$ cat src/rtl/wb_rr_arbiter_pkg.sv
// -----------------------------------------------------------------------------
// wb_rr_arbiter_pkg
// Shared types for the bexkat1 Wishbone round-robin arbiter.
//   arb_state_t    : arbiter FSM states (IDLE, OWN, DRAIN)
//   last_rst_value : reset value of the round-robin pointer for NM masters
// -----------------------------------------------------------------------------
package wb_rr_arbiter_pkg;

  typedef enum logic [1:0] {
    IDLE  = 2'd0,
    OWN   = 2'd1,
    DRAIN = 2'd2
  } arb_state_t;

  // The search starts one past the last owner, so parking the pointer on the
  // highest master makes master 0 the first winner after reset.
  function automatic int last_rst_value(input int nm);
    return nm - 1;
  endfunction

endpackage

$ cat src/rtl/wb_rr_arbiter_rr_pick.sv
// -----------------------------------------------------------------------------
// wb_rr_arbiter_rr_pick
// Combinational rotate-priority encoder. Returns the first asserted request
// at or after 'start', wrapping modulo NM.
//   req   in  NM          request vector
//   start in  $clog2(NM)  first index to consider
//   index out $clog2(NM)  chosen requester
//   valid out 1           any request present
// -----------------------------------------------------------------------------
module wb_rr_arbiter_rr_pick
  import wb_rr_arbiter_pkg::*;
#(
  parameter int NM = 4
) (
  input  logic [NM-1:0]         req,
  input  logic [$clog2(NM)-1:0] start,
  output logic [$clog2(NM)-1:0] index,
  output logic                  valid
);

  localparam int IW = $clog2(NM);
  localparam logic [IW:0] NM_W = (IW+1)'(NM);

  logic [2*NM-1:0] req_dbl;
  logic [NM-1:0]   rot_req;
  logic [IW-1:0]   offset;
  logic [IW:0]     sum;

  // Rotate so that bit 0 of rot_req is the request of master 'start'.
  assign req_dbl = {req, req};
  assign rot_req = NM'(req_dbl >> start);

  // Lowest set bit of the rotated vector wins; scan downwards so the last
  // assignment is the smallest offset.
  always_comb begin
    offset = '0;
    valid  = 1'b0;
    for (int i = NM - 1; i >= 0; i--) begin
      if (rot_req[i]) begin
        offset = IW'(i);
        valid  = 1'b1;
      end
    end
  end

  assign sum   = {1'b0, start} + {1'b0, offset};
  assign index = (sum >= NM_W) ? IW'(sum - NM_W) : IW'(sum);

endmodule

$ cat src/rtl/wb_rr_arbiter.sv
// -----------------------------------------------------------------------------
// wb_rr_arbiter
// Round-robin arbiter sharing one pipelined Wishbone slave among NM masters.
// A master owns the slave for its whole cyc envelope; outstanding strobes are
// counted so responses reach the issuing master and the slave is only handed
// over once every strobe has been answered.
//
// Parameters: NM (2..8), AW, DW, MAXOUT (power of two), TIMEOUT.
// Ports:
//   clk_i, rst_i                     clock, synchronous active-high reset
//   m_cyc/m_stb/m_we [NM]            master controls
//   m_adr [NM*AW], m_dat_o [NM*DW]   master address / write data (k at k*W)
//   m_sel [NM*DW/8]                  master byte selects
//   m_dat_i [DW]                     read data to all masters
//   m_ack/m_err/m_stall [NM]         per-master responses
//   s_cyc/s_stb/s_we, s_adr, s_dat_o, s_sel   slave request side
//   s_dat_i, s_ack, s_err, s_stall   slave response side
//   grant [$clog2(NM)]               current owner (debug/trace)
// Build option: define WB_ARB_TIMEOUT_EN to add a no-response watchdog that
// errors the owner and returns to IDLE after TIMEOUT silent cycles.
// -----------------------------------------------------------------------------
module wb_rr_arbiter
  import wb_rr_arbiter_pkg::*;
#(
  parameter int NM      = 4,
  parameter int AW      = 32,
  parameter int DW      = 32,
  parameter int MAXOUT  = 8,
  parameter int TIMEOUT = 1024
) (
  input  logic                  clk_i,
  input  logic                  rst_i,
  input  logic [NM-1:0]         m_cyc,
  input  logic [NM-1:0]         m_stb,
  input  logic [NM-1:0]         m_we,
  input  logic [NM*AW-1:0]      m_adr,
  input  logic [NM*DW-1:0]      m_dat_o,
  input  logic [NM*DW/8-1:0]    m_sel,
  output logic [DW-1:0]         m_dat_i,
  output logic [NM-1:0]         m_ack,
  output logic [NM-1:0]         m_err,
  output logic [NM-1:0]         m_stall,
  output logic                  s_cyc,
  output logic                  s_stb,
  output logic                  s_we,
  output logic [AW-1:0]         s_adr,
  output logic [DW-1:0]         s_dat_o,
  output logic [DW/8-1:0]       s_sel,
  input  logic [DW-1:0]         s_dat_i,
  input  logic                  s_ack,
  input  logic                  s_err,
  input  logic                  s_stall,
  output logic [$clog2(NM)-1:0] grant
);

  localparam int IW = $clog2(NM);
  localparam int CW = $clog2(MAXOUT) + 1;
  localparam int SW = DW / 8;
  localparam logic [CW-1:0] CNT_MAX  = CW'(MAXOUT);
  localparam logic [IW-1:0] LAST_RST = IW'(last_rst_value(NM));
  localparam logic [IW-1:0] LAST_IDX = IW'(NM - 1);

  if (NM < 2 || NM > 8 || MAXOUT < 1 || (MAXOUT & (MAXOUT - 1)) != 0 ||
      TIMEOUT < 2 || (DW % 8) != 0) begin : g_bad_params
    $error("wb_rr_arbiter: parameter out of range");
  end

  arb_state_t    state_reg, state_next;
  logic [CW-1:0] cnt_reg, cnt_next;
  logic [IW-1:0] grant_reg, grant_next;
  logic [IW-1:0] last_reg, last_next;

  logic [IW-1:0] pick_start, pick_index;
  logic          pick_valid;
  logic          own, busy, cnt_full, cnt_zero;
  logic          stb_accept, resp_valid, expire;

  wb_rr_arbiter_rr_pick #(
    .NM(NM)
  ) u_rr_pick (
    .req  (m_cyc),
    .start(pick_start),
    .index(pick_index),
    .valid(pick_valid)
  );

  assign pick_start = (last_reg == LAST_IDX) ? '0 : last_reg + 1'b1;

  assign own      = (state_reg == OWN);
  assign busy     = (state_reg != IDLE);
  assign cnt_zero = (cnt_reg == '0);
  assign cnt_full = (cnt_reg == CNT_MAX);

  // Slave request side is a plain mux of the owner; controls are gated by
  // state so nothing leaks while idle or draining.
  assign s_cyc   = busy;
  assign s_stb   = own & m_cyc[grant_reg] & m_stb[grant_reg] & ~cnt_full;
  assign s_we    = own & m_we[grant_reg];
  assign s_adr   = m_adr[grant_reg*AW +: AW];
  assign s_dat_o = m_dat_o[grant_reg*DW +: DW];
  assign s_sel   = m_sel[grant_reg*SW +: SW];
  assign m_dat_i = s_dat_i;
  assign grant   = grant_reg;

  assign stb_accept = s_stb & ~s_stall;
  // A response with nothing outstanding is a slave protocol violation; it is
  // ignored so the counter cannot underflow.
  assign resp_valid = busy & (s_ack | s_err) & ~cnt_zero;

  for (genvar gi = 0; gi < NM; gi++) begin : g_resp
    logic sel;
    assign sel         = own & (grant_reg == IW'(gi));
    assign m_ack[gi]   = sel & s_ack & ~cnt_zero;
    assign m_err[gi]   = sel & ((s_err & ~cnt_zero) | expire);
    assign m_stall[gi] = ~sel | s_stall | cnt_full;
  end

`ifdef WB_ARB_TIMEOUT_EN
  localparam int TW = $clog2(TIMEOUT);
  localparam logic [TW-1:0] TMO_LAST = TW'(TIMEOUT - 1);

  logic [TW-1:0] timer_reg, timer_next;

  // Counts consecutive silent cycles while strobes are outstanding; any
  // accepted strobe or response restarts the window.
  assign expire = busy & ~cnt_zero & ~stb_accept & ~resp_valid &
                  (timer_reg == TMO_LAST);

  always_comb begin
    timer_next = timer_reg + 1'b1;
    if (~busy | cnt_zero | stb_accept | resp_valid | expire) begin
      timer_next = '0;
    end
  end

  always_ff @(posedge clk_i) begin
    if (rst_i) begin
      timer_reg <= '0;
    end else begin
      timer_reg <= timer_next;
    end
  end
`else
  assign expire = 1'b0;
`endif

  always_comb begin
    cnt_next   = cnt_reg;
    state_next = state_reg;
    grant_next = grant_reg;
    last_next  = last_reg;

    if (stb_accept && !resp_valid) begin
      cnt_next = cnt_reg + 1'b1;
    end else if (!stb_accept && resp_valid) begin
      cnt_next = cnt_reg - 1'b1;
    end

    case (state_reg)
      IDLE: begin
        if (pick_valid) begin
          grant_next = pick_index;
          last_next  = pick_index;
          state_next = OWN;
        end
      end
      OWN: begin
        // The owner ending its cycle only releases the slave once nothing is
        // left in flight, counting a response arriving this same cycle.
        if (!m_cyc[grant_reg]) begin
          state_next = (cnt_next == '0) ? IDLE : DRAIN;
        end
      end
      DRAIN: begin
        if (cnt_next == '0) begin
          state_next = IDLE;
        end
      end
      default: begin
        state_next = IDLE;
      end
    endcase

    if (expire) begin
      cnt_next   = '0;
      state_next = IDLE;
    end
  end

  always_ff @(posedge clk_i) begin
    if (rst_i) begin
      state_reg <= IDLE;
      cnt_reg   <= '0;
      grant_reg <= '0;
      last_reg  <= LAST_RST;
    end else begin
      state_reg <= state_next;
      cnt_reg   <= cnt_next;
      grant_reg <= grant_next;
      last_reg  <= last_next;
    end
  end

endmodule

$ cat config.mk
export PLATFORM = sky130hd
export DESIGN_NAME = wb_rr_arbiter
export DESIGN_NICKNAME = d
export VERILOG_FILES = /design/src/rtl/wb_rr_arbiter_pkg.sv /design/src/rtl/wb_rr_arbiter_rr_pick.sv /design/src/rtl/wb_rr_arbiter.sv
export SDC_FILE = /design/constraint.sdc
export NUM_CORES = 1
export LEC_CHECK = 0
export BUFFER_PORTS_ARGS = -buffer_cell sky130_fd_sc_hd__buf_2
export CORE_AREA = 2 2 169 171
export DETAILED_ROUTE_END_ITERATION = 10
export DIE_AREA = 0 0 171 173
export GPL_TIMING_DRIVEN = 1
export SLEW_MARGIN = 20
export SYNTH_ARGS = -nofsm -noshare
export SYNTH_HDL_FRONTEND = slang
export SYNTH_HIERARCHICAL = 1
export SYNTH_SLANG_ARGS = --single-unit
$ cat constraint.sdc
create_clock -name clk_i -period 2.4 [get_ports clk_i]
set_input_delay 0.24 -clock clk_i [delete_from_list [all_inputs] [get_ports clk_i]]
set_output_delay 0.24 -clock clk_i [all_outputs]
set_load 0.02 [all_outputs]
==> results of run 1 <==
cell type report:
type | count | share of cell area
clock inverter | 1 | 0.0007417
tap | 378 | 0.09345
inverter | 6 | 0.004450
sequential | 10 | 0.04104
timing repair buffer | 387 | 0.3970
clock buffer | 3 | 0.01483
multi-input combinational | 173 | 0.4485
routing by layer:
layer / track usage / vias up
li1: - / 1639
met1: 0.1165 / 1804
met2: 0.1685 / 246
met3: 0.04646 / 18
met4: 0.01801 / 6
met5: 0 / -
critical path, cell delays in order, from the launching register on:
cell	delay (ns)
dfxtp_1	0.44
inv_1	0.09
ha_1	0.23
and3b_1	0.21
nor2_1	0.13
o21a_1	0.33
xnor2_1	0.16
o311ai_1	0.29
a41oi_1	0.15
placed cells by master (no fill, tap or decap), types with 3 or more instances in the layout:
master     netlist  final
nor3_1           6      6
inv_1            6      6
nor2b_1          3      3
nand2b_1         6      6
mux4_2          69     69
a21oi_1          8      8
buf_4           32     11
dfxtp_1         10      8
clkbuf_16        0      3
or4_1            3      3
nand3_1          4      4
buf_2            8    373
ha_1             4      4
nand2_1         10     10
buf_12           0      3
mux2i_1          5      5
xnor2_1          5      5
nor2_1          19     19
stage by stage:
| step | power [mW] | setup WS (ns) | std cells | hold slack [ns] | util |
|---|---|---|---|---|---|
| 5_1_grt | 5.063 | 0.02654 | 958 | 0.3145 | 0.1832 |
| 3_3_place_gp | 4.423 | 0.3498 | 954 | 0.4644 | 0.1803 |
| 4_1_cts | 4.789 | 0.2664 | 958 | 0.2838 | 0.1832 |
| 2_1_floorplan | 3.132 | 0.2854 | 241 | 0.4421 | - |
| 3_5_place_dp | 4.469 | 0.2829 | 954 | 0.4801 | 0.1803 |
| 6_report | 4.719 | 0.2393 | 958 | 0.2904 | 0.1832 |
power by group through the flow:
stage	clock [mW]	combinational (mW)	sequential [mW]
final	0.293	4.08	0.345
after global routing	0.316	4.39	0.357
after CTS	0.301	4.14	0.344
after detailed placement	0	4.12	0.346
after global placement	0	4.08	0.342
after floorplan	0	2.81	0.322
cell families (layout without fill, tap and decap cells):
logic type	count (synthesis)	after routing	synth area share
flops	10	10	0.07067
fa+ha+maj	6	6	0.02518
compound gates	23	23	0.06316
simple gates	63	63	0.1206
buf+inv	58	397	0.1281
mux	76	76	0.5769
xor+xnor	5	5	0.01546
how the worst max path moves through the flow:
stage / to / slack (ns) / depth (start not counted) / startpoint
final: state_reg[1]$_SDFFE_PP0P_ / 0.24 / 8 / cnt_reg[0]$_SDFF_PP0_
after floorplan: state_reg[1]$_SDFFE_PP0P_ / 0.29 / 8 / grant[1]$_SDFFE_PP0P_
after detailed placement: state_reg[1]$_SDFFE_PP0P_ / 0.28 / 8 / cnt_reg[0]$_SDFF_PP0_
after global placement: state_reg[1]$_SDFFE_PP0P_ / 0.35 / 8 / cnt_reg[0]$_SDFF_PP0_
after global routing: state_reg[1]$_SDFFE_PP0P_ / 0.03 / 8 / cnt_reg[0]$_SDFF_PP0_
after CTS: s_we / 0.27 / 4 / grant[1]$_SDFFE_PP0P_
==> out/results.txt, run 1 <==
Via density: 3.876
Hold Buf Count CTS: 0
Wire length on met1: 6.175 mm
Yosys cell types: 44
Worst-case vdd ir drop: 0.0005001 V
H-tree levels: 1
Multi-input gate area: 2270 um^2
Reg2reg path depth: 8
Die H: 173 um
Clock Latency Late Sink: 0.23 ns
Rows: 61
RSZ-0062 raised after global routing: no
I/O Buffers: 373
Core Box Area: 27630 um^2
Layout net count: 906
CP max FO: 8
All-Layer GR Usage: 0.1000
Synthesized area: 2833 um^2
#FFs+latches synth: 10
Mapped Cells: 241
Detailed-route via count: 3713
Ant. Diodes: 0
Final Cell Area: 5061 um^2
Drt pass-1 iters: 4
Hold_sp: rst_i
Clock power share: 0.062
Max reg flops: 4
Grt total ovfl: 0
Most common cell in the netlist: mux4_2
Starting density of the core: 0.1025
Least-Margin Pin Slew: 0.5649 ns
DRT antenna net count: 0
Fraction of layout instances using a drive strength above 1: 0.8103
FFs w/ async S/R, synth: 0
Setup Skew: 0.004145 ns
Leading area contributor after synthesis: mux4_2
First-pass GRT wire length: 22.33 mm
Comb pwr share: 0.865
Sink Count: 10
Initial DRC Count: 179
Yosys warns: 6
Reg power frac: 0.073
Final Hold Vio Count: 0
Post-CTS Resized: 0
Reg-to-Reg End: state_reg[1]$_SDFFE_PP0P_
Switching portion of total power: 0.5053
# DRC: 0
Status: finished, final reports clean
Average routed wire per standard cell: 17.36 um
Pwr per Cell Area: 932.4 nW/um^2
Layout area overhead: 78.67%
Worst Path Arrival: 2.26 ns
Placement-stage cell area: 4982 um^2
Pleak: 2.315 nW
Reg clk slew, reported paths: 0.04 ns
Tcrit/Tclk final: 0.9003
CP Capture Type: register
Wire length on met3: 2.301 mm
# setup viols final: 0
Sequential Area: 207.7 um^2
Longest Clk Path Bufs: 2
Min-Delay Path Class: in2reg
CTS buffer count: 3
Area contributors post-synth: mux4_2, buf_4, dfxtp_1, nor2_1, ha_1
Pin count of the biggest net entering global routing: 42
Worst setup SP type: register
Vias in the first global route: 3779
Initial antenna violation count: 3
Met2 WL post-DR: 7.820 mm
Syn avg cell area: 11.75 um^2
Share of the synthesized area in the top cell type: 0.5486
Die W: 171 um
Setup TNS: 0 ns
DP Wirelength: 14.77 mm
Post-synth EDFFs: 0
Syn_nets: 566
Worst hold stages: 2
Hold Crit Endpoint: grant[1]$_SDFFE_PP0P_
Worst Setup Path Type: reg2reg
Top_reg_cell synth: dfxtp_1
WP data required: 2.50 ns
Minimum clock period: 2.161 ns
CTS tree: yes
Io pins: 438
Worst rel slew slack: 0.6234
Fillers: 3083
GPL Wtd Cong: 0.8545
CTS root buffer: clkbuf_16
DIE AREA: 29580 um^2
Post-synth top cells: mux4_2, buf_4, nor2_1
Pint: 2.334 mW
FF-to-FF setup slack: 0.24 ns
Max_cap viols: 0
Net Sw Power: 2.385 mW
Reg2reg start: cnt_reg[0]$_SDFF_PP0_
Uppermost layer routed: met5
Setup repair bufs after CTS: 0
Slew Limit Fails: 0
Post-synthesis sequential area ratio: 0.07067
Max Clk Rate: 462.8 MHz
Final WL: 16.63 mm
Power figures use the tool's default switching activity.
==> run 2: changes to the inputs <==
--- a/config.mk
+++ b/config.mk
@@ -7,9 +7,11 @@
 export LEC_CHECK = 0
 export BUFFER_PORTS_ARGS = -buffer_cell sky130_fd_sc_hd__buf_2
 export CORE_AREA = 2 2 169 171
+export CTS_CLUSTER_DIAMETER = 30
 export DETAILED_ROUTE_END_ITERATION = 10
 export DIE_AREA = 0 0 171 173
 export GPL_TIMING_DRIVEN = 1
+export PLACE_DENSITY = 0.42
 export SLEW_MARGIN = 20
 export SYNTH_ARGS = -nofsm -noshare
 export SYNTH_HDL_FRONTEND = slang
==> out/results.txt, run 2 (synthesis gave the netlist of run 1 again) <==
Comb pwr share: 0.858
Pwr Total: 4.702 mW
DRT antenna net count: 0
Setup repair bufs after CTS: 0
# DRC: 0
Sink Count: 10
Reg2reg path depth: 8
Min-Delay Path Class: in2reg
Grt total ovfl: 0
Worst rel slew slack: 0.7123
Status: finished, final reports clean
Post-Route Utilization: 0.1829
All-Layer GR Usage: 0.1091
Hold_sp: rst_i
Net Sw Power: 2.409 mW
Average routed wire per standard cell: 18.56 um
Reg2reg start: cnt_reg[0]$_SDFF_PP0_
Worst-case vdd ir drop: 0.0003508 V
Worst Path Arrival: 2.27 ns
Initial DRC Count: 134
Vias in the first global route: 3804
Reg clk slew, reported paths: 0.04 ns
Die W: 171 um
DP Wirelength: 15.74 mm
Minimum clock period: 2.164 ns
CP max FO: 8
Die H: 173 um
Layout area overhead: 78.40%
Final Cell Area: 5054 um^2
Clock Latency Late Sink: 0.24 ns
Rows: 61
Fin cells: 959
Pwr per Cell Area: 930.4 nW/um^2
FF-to-FF setup slack: 0.24 ns
Longest Clk Path Bufs: 2
Max Clk Rate: 462.2 MHz
Pint: 2.293 mW
Most frequent cells in the layout: buf_2, mux4_2, nor2_1
Io pins: 438
Pleak: 2.305 nW
Reg power frac: 0.078
Hold Buf Count CTS: 0
H-tree levels: 1
CTS tree: yes
Slew Limit Fails: 0
Reg-to-Reg End: state_reg[1]$_SDFFE_PP0P_
Final Hold Vio Count: 0
Placed Cells: 952
CP Capture Type: register
Setup TNS: 0 ns
Max_cap viols: 0
Final hold slack: 0.3132 ns
First-pass GRT wire length: 23.98 mm
Placement-stage cell area: 4967 um^2
Post-CTS Resized: 0
# setup viols final: 0
Max reg flops: 4
Worst setup SP type: register
Worst Setup Path Type: reg2reg
Pin count of the biggest net entering global routing: 73
Clock power share: 0.064
Worst hold stages: 2
Min setup slack post-route: 0.2365 ns
RSZ-0062 raised after global routing: no
WP data required: 2.51 ns
CTS root buffer: clkbuf_16
Drt pass-1 iters: 4
Switching portion of total power: 0.5124
I/O Buffers: 373
Tcrit/Tclk final: 0.9015
Via density: 3.800
CTS buffer count: 3
Least-Margin Pin Slew: 0.4316 ns
Pre-CTS setup slack: 0.2211 ns
Detailed-route via count: 3644
Hold Crit Endpoint: grant[0]$_SDFFE_PP0P_
Fraction of layout instances using a drive strength above 1: 0.8097
Core Box Area: 27630 um^2
Commonest non-fill, non-tap cell in the layout: buf_2
Final WL: 17.80 mm
Layout net count: 904
GPL Wtd Cong: 0.7981
DIE AREA: 29580 um^2
Starting density of the core: 0.1025
Initial antenna violation count: 6
Setup Skew: 0.001465 ns
run 2: cell types whose count changed in the layout (fill, tap and decap cells not counted):
cell,previous run,this run
diode_2,0,3
buf_4,11,9
run 2: critical path, cell delays in order (launching register included):
cell and delay (ns):
dfxtp_1 0.44, inv_1 0.08, ha_1 0.22, or3b_1 0.22
o221ai_2 0.16, buf_4 0.19, or4_1 0.47, o311ai_1 0.11
a41oi_1 0.15
run 2: power groups by stage:
stage | Combinational [mW] | Sequential (mW) | Clock, mW
5_1_grt | 4.32 | 0.388 | 0.316
2_1_floorplan | 2.81 | 0.322 | 0
4_1_cts | 4.12 | 0.368 | 0.305
6_report | 4.03 | 0.369 | 0.300
3_3_place_gp | 4.11 | 0.369 | 0
3_5_place_dp | 4.08 | 0.370 | 0
run 2: worst max-delay path by stage:
| stage | startpoint | cells past startpoint | endpoint |
|---|---|---|---|
| CTS | grant[0]$_SDFFE_PP0P_ | 4 | s_we |
| global route | cnt_reg[0]$_SDFF_PP0_ | 8 | state_reg[1]$_SDFFE_PP0P_ |
| detailed placement | cnt_reg[0]$_SDFF_PP0_ | 8 | state_reg[1]$_SDFFE_PP0P_ |
| floorplan | grant[1]$_SDFFE_PP0P_ | 8 | state_reg[1]$_SDFFE_PP0P_ |
| global placement | cnt_reg[0]$_SDFF_PP0_ | 8 | state_reg[1]$_SDFFE_PP0P_ |
| finish | cnt_reg[0]$_SDFF_PP0_ | 8 | state_reg[1]$_SDFFE_PP0P_ |
run 2: final cells by class:
cell class | instances | area (um^2)
fillers | 3171 | 22580
repair buffers | 385 | 1994
clock inverters | 1 | 3.754
well taps | 378 | 473.0
inverters | 6 | 22.52
multi-input cells | 173 | 2270
diodes | 3 | 7.507
clock buffers | 3 | 75.07
flip-flops and latches | 10 | 207.7
run 2: layer usage:
metal  global-route usage  wire, um  vias up
li1                     -         -     1640
met1               0.1348      7222     1788
met2               0.1941      8806      195
met3              0.02426      1527       19
met4              0.01977       221        2
met5                    0        18        -
==> run 3: changes to the inputs <==
--- a/config.mk
+++ b/config.mk
@@ -6,14 +6,13 @@
 export NUM_CORES = 1
 export LEC_CHECK = 0
 export BUFFER_PORTS_ARGS = -buffer_cell sky130_fd_sc_hd__buf_2
-export CORE_AREA = 2 2 169 171
+export CORE_AREA = 2 2 168 170
 export CTS_CLUSTER_DIAMETER = 30
 export DETAILED_ROUTE_END_ITERATION = 10
-export DIE_AREA = 0 0 171 173
+export DIE_AREA = 0 0 170 172
 export GPL_TIMING_DRIVEN = 1
 export PLACE_DENSITY = 0.42
 export SLEW_MARGIN = 20
 export SYNTH_ARGS = -nofsm -noshare
 export SYNTH_HDL_FRONTEND = slang
-export SYNTH_HIERARCHICAL = 1
 export SYNTH_SLANG_ARGS = --single-unit
==> out/results.txt, run 3 <==
Status: finished, final reports clean
Max reg flops: 4
Net Sw Power: 2.345 mW
Reg2reg path depth: 7
Placement-stage cell area: 4755 um^2
Pin count of the biggest net entering global routing: 43
Pre-CTS setup slack: 0.1170 ns
Top_reg_cell synth: dfxtp_1
Reg clk slew, reported paths: 0.04 ns
Die H: 172 um
# DRC: 0
Final Hold Vio Count: 0
WP data required: 2.55 ns
Synth Area in Compound Gates: 0.05512
Worst Path Arrival: 2.36 ns
Tcrit/Tclk final: 0.9212
Layout net count: 888
Min-Delay Path Class: in2reg
Worst Setup Path Type: reg2reg
Final WL: 16.69 mm
Via density: 3.838
Die W: 170 um
Adder-Cell Fraction of Synth Area: 0.01853
Clock power share: 0.066
Setup TNS: 0 ns
CTS root buffer: clkbuf_16
Most frequent cells in the layout: buf_2, mux4_2, nor2_1
Post-synthesis sequential area ratio: 0.07411
Fraction of layout instances using a drive strength above 1: 0.8238
Least-Margin Pin Slew: 0.5360 ns
CTS buffer count: 3
Min setup slack post-route: 0.1890 ns
Max_cap viols: 0
Hold Buf Count CTS: 0
Comb pwr share: 0.863
Worst rel slew slack: 0.6426
Io pins: 438
Core Box Area: 27480 um^2
Starting density of the core: 0.09832
DRT antenna net count: 0
Most common cell in the netlist: mux4_2
Setup Skew: 0.005974 ns
Rows: 61
Layout area overhead: 79.39%
Pint: 2.202 mW
Initial antenna violation count: 4
Average routed wire per standard cell: 18.32 um
Commonest non-fill, non-tap cell in the layout: buf_2
Post-synth top cells: mux4_2, buf_4, nor2_1
FFs w/ async S/R, synth: 0
Detailed-route via count: 3496
Syn_nets: 555
Fin cells: 911
GPL Wtd Cong: 0.8025
CTS tree: yes
#FFs+latches synth: 10
Main combinational cell family by area after synthesis: multiplexers
Post-CTS Resized: 0
Yosys warns: 0
Sink Count: 10
Yosys cell types: 39
Clock Latency Late Sink: 0.24 ns
I/O Buffers: 373
Pwr per Cell Area: 938.4 nW/um^2
Worst hold stages: 2
Critical path origin: cnt_reg[0]$_SDFF_PP0_
Reg2reg start: cnt_reg[0]$_SDFF_PP0_
Final hold slack: 0.3257 ns
Post-synth EDFFs: 0
DP Wirelength: 15.00 mm
Pleak: 2.258 nW
Placed Cells: 904
RSZ-0062 raised after global routing: no
Final Cell Area: 4846 um^2
DIE AREA: 29240 um^2
H-tree levels: 1
Leading area contributor after synthesis: mux4_2
Syn avg cell area: 11.74 um^2
Switching portion of total power: 0.5158
Worst-case vdd ir drop: 0.0007560 V
Post-synthesis mux area share: 0.6031
Initial DRC Count: 178
Vias in the first global route: 3457
Setup repair bufs after CTS: 0
Worst setup SP type: register
Drt pass-1 iters: 4
Area contributors post-synth: mux4_2, buf_4, dfxtp_1, nor2_1, ha_1
Post-Route Utilization: 0.1764
Synthesized area: 2701 um^2
Longest Clk Path Bufs: 2
Mapped Cells: 230
Max Clk Rate: 452.3 MHz
CP Capture Type: register
CP max FO: 7
Area share of and/or/nand/nor cells after synthesis: 0.1079
Hold_sp: rst_i
First-pass GRT wire length: 21.85 mm
Grt total ovfl: 0
XOR/XNOR share of the synthesized area: 0.01297
Pwr Total: 4.547 mW
Slew Limit Fails: 0
All-Layer GR Usage: 0.1008
Reg power frac: 0.070
# setup viols final: 0
Minimum clock period: 2.211 ns
Share of the synthesized area in the top cell type: 0.5919
==> run 3: changes by cell type after synthesis, sizes merged, moves of 3 or more <==
cell | before | now
nand2b | 6 | 2
nor2 | 19 | 23
nor3 | 6 | 2
or2 | 0 | 5
or4 | 3 | 0
==> run 3: layout make-up <==
class	instances	area [um^2]
clock buffer	4	78.83
inverter	6	22.52
fill	3098	22630
multi-input combinational	163	2160
antenna	3	7.507
tap	346	432.9
sequential	10	207.7
timing repair buffer	379	1937
==> run 3: cell families after synthesis <==
family / Yosys count
AO/OA/AOI/OAI: 21
XOR/XNOR: 4
adder cells (fa/ha/maj): 4
buffers and inverters: 57
flip-flops: 10
multiplexers: 74
AND/OR/NAND/NOR: 60
==> run 3: power by group through the flow <==
stage / combinational (mW) / clock (mW) / sequential (mW)
finish: 3.93 / 0.301 / 0.320
global route: 4.18 / 0.318 / 0.332
CTS: 4.00 / 0.306 / 0.320
detailed placement: 3.97 / 0 / 0.323
global placement: 3.99 / 0 / 0.323
floorplan: 2.74 / 0 / 0.297
==> run 3: worst paths after layout <==
kind                                     to  slack (ns)
hold / removal    state_reg[0]$_SDFFE_PP0P_        0.33
hold reg to reg    last_reg[0]$_SDFFE_PP1P_        0.51
setup reg to reg  state_reg[1]$_SDFFE_PP0P_        0.19
setup / recovery  state_reg[1]$_SDFFE_PP0P_        0.19
==> run 3: routing by layer <==
| layer | up-vias | GRT usage | share of wire |
|---|---|---|---|
| met5 | - | 0 | 0.0016 |
| met4 | 4 | 0.007061 | 0.0044 |
| met3 | 14 | 0.02678 | 0.095 |
| met2 | 208 | 0.1752 | 0.48 |
| met1 | 1697 | 0.1310 | 0.42 |
| li1 | 1573 | - | - |
==> run 3: critical path, stage by stage (launching register included) <==
cell and delay, ns:
dfxtp_1 0.43, inv_1 0.09, ha_1 0.22, and3b_1 0.21, or2_1 0.28, or3_4 0.44, a32o_1 0.29, a311oi_2 0.18
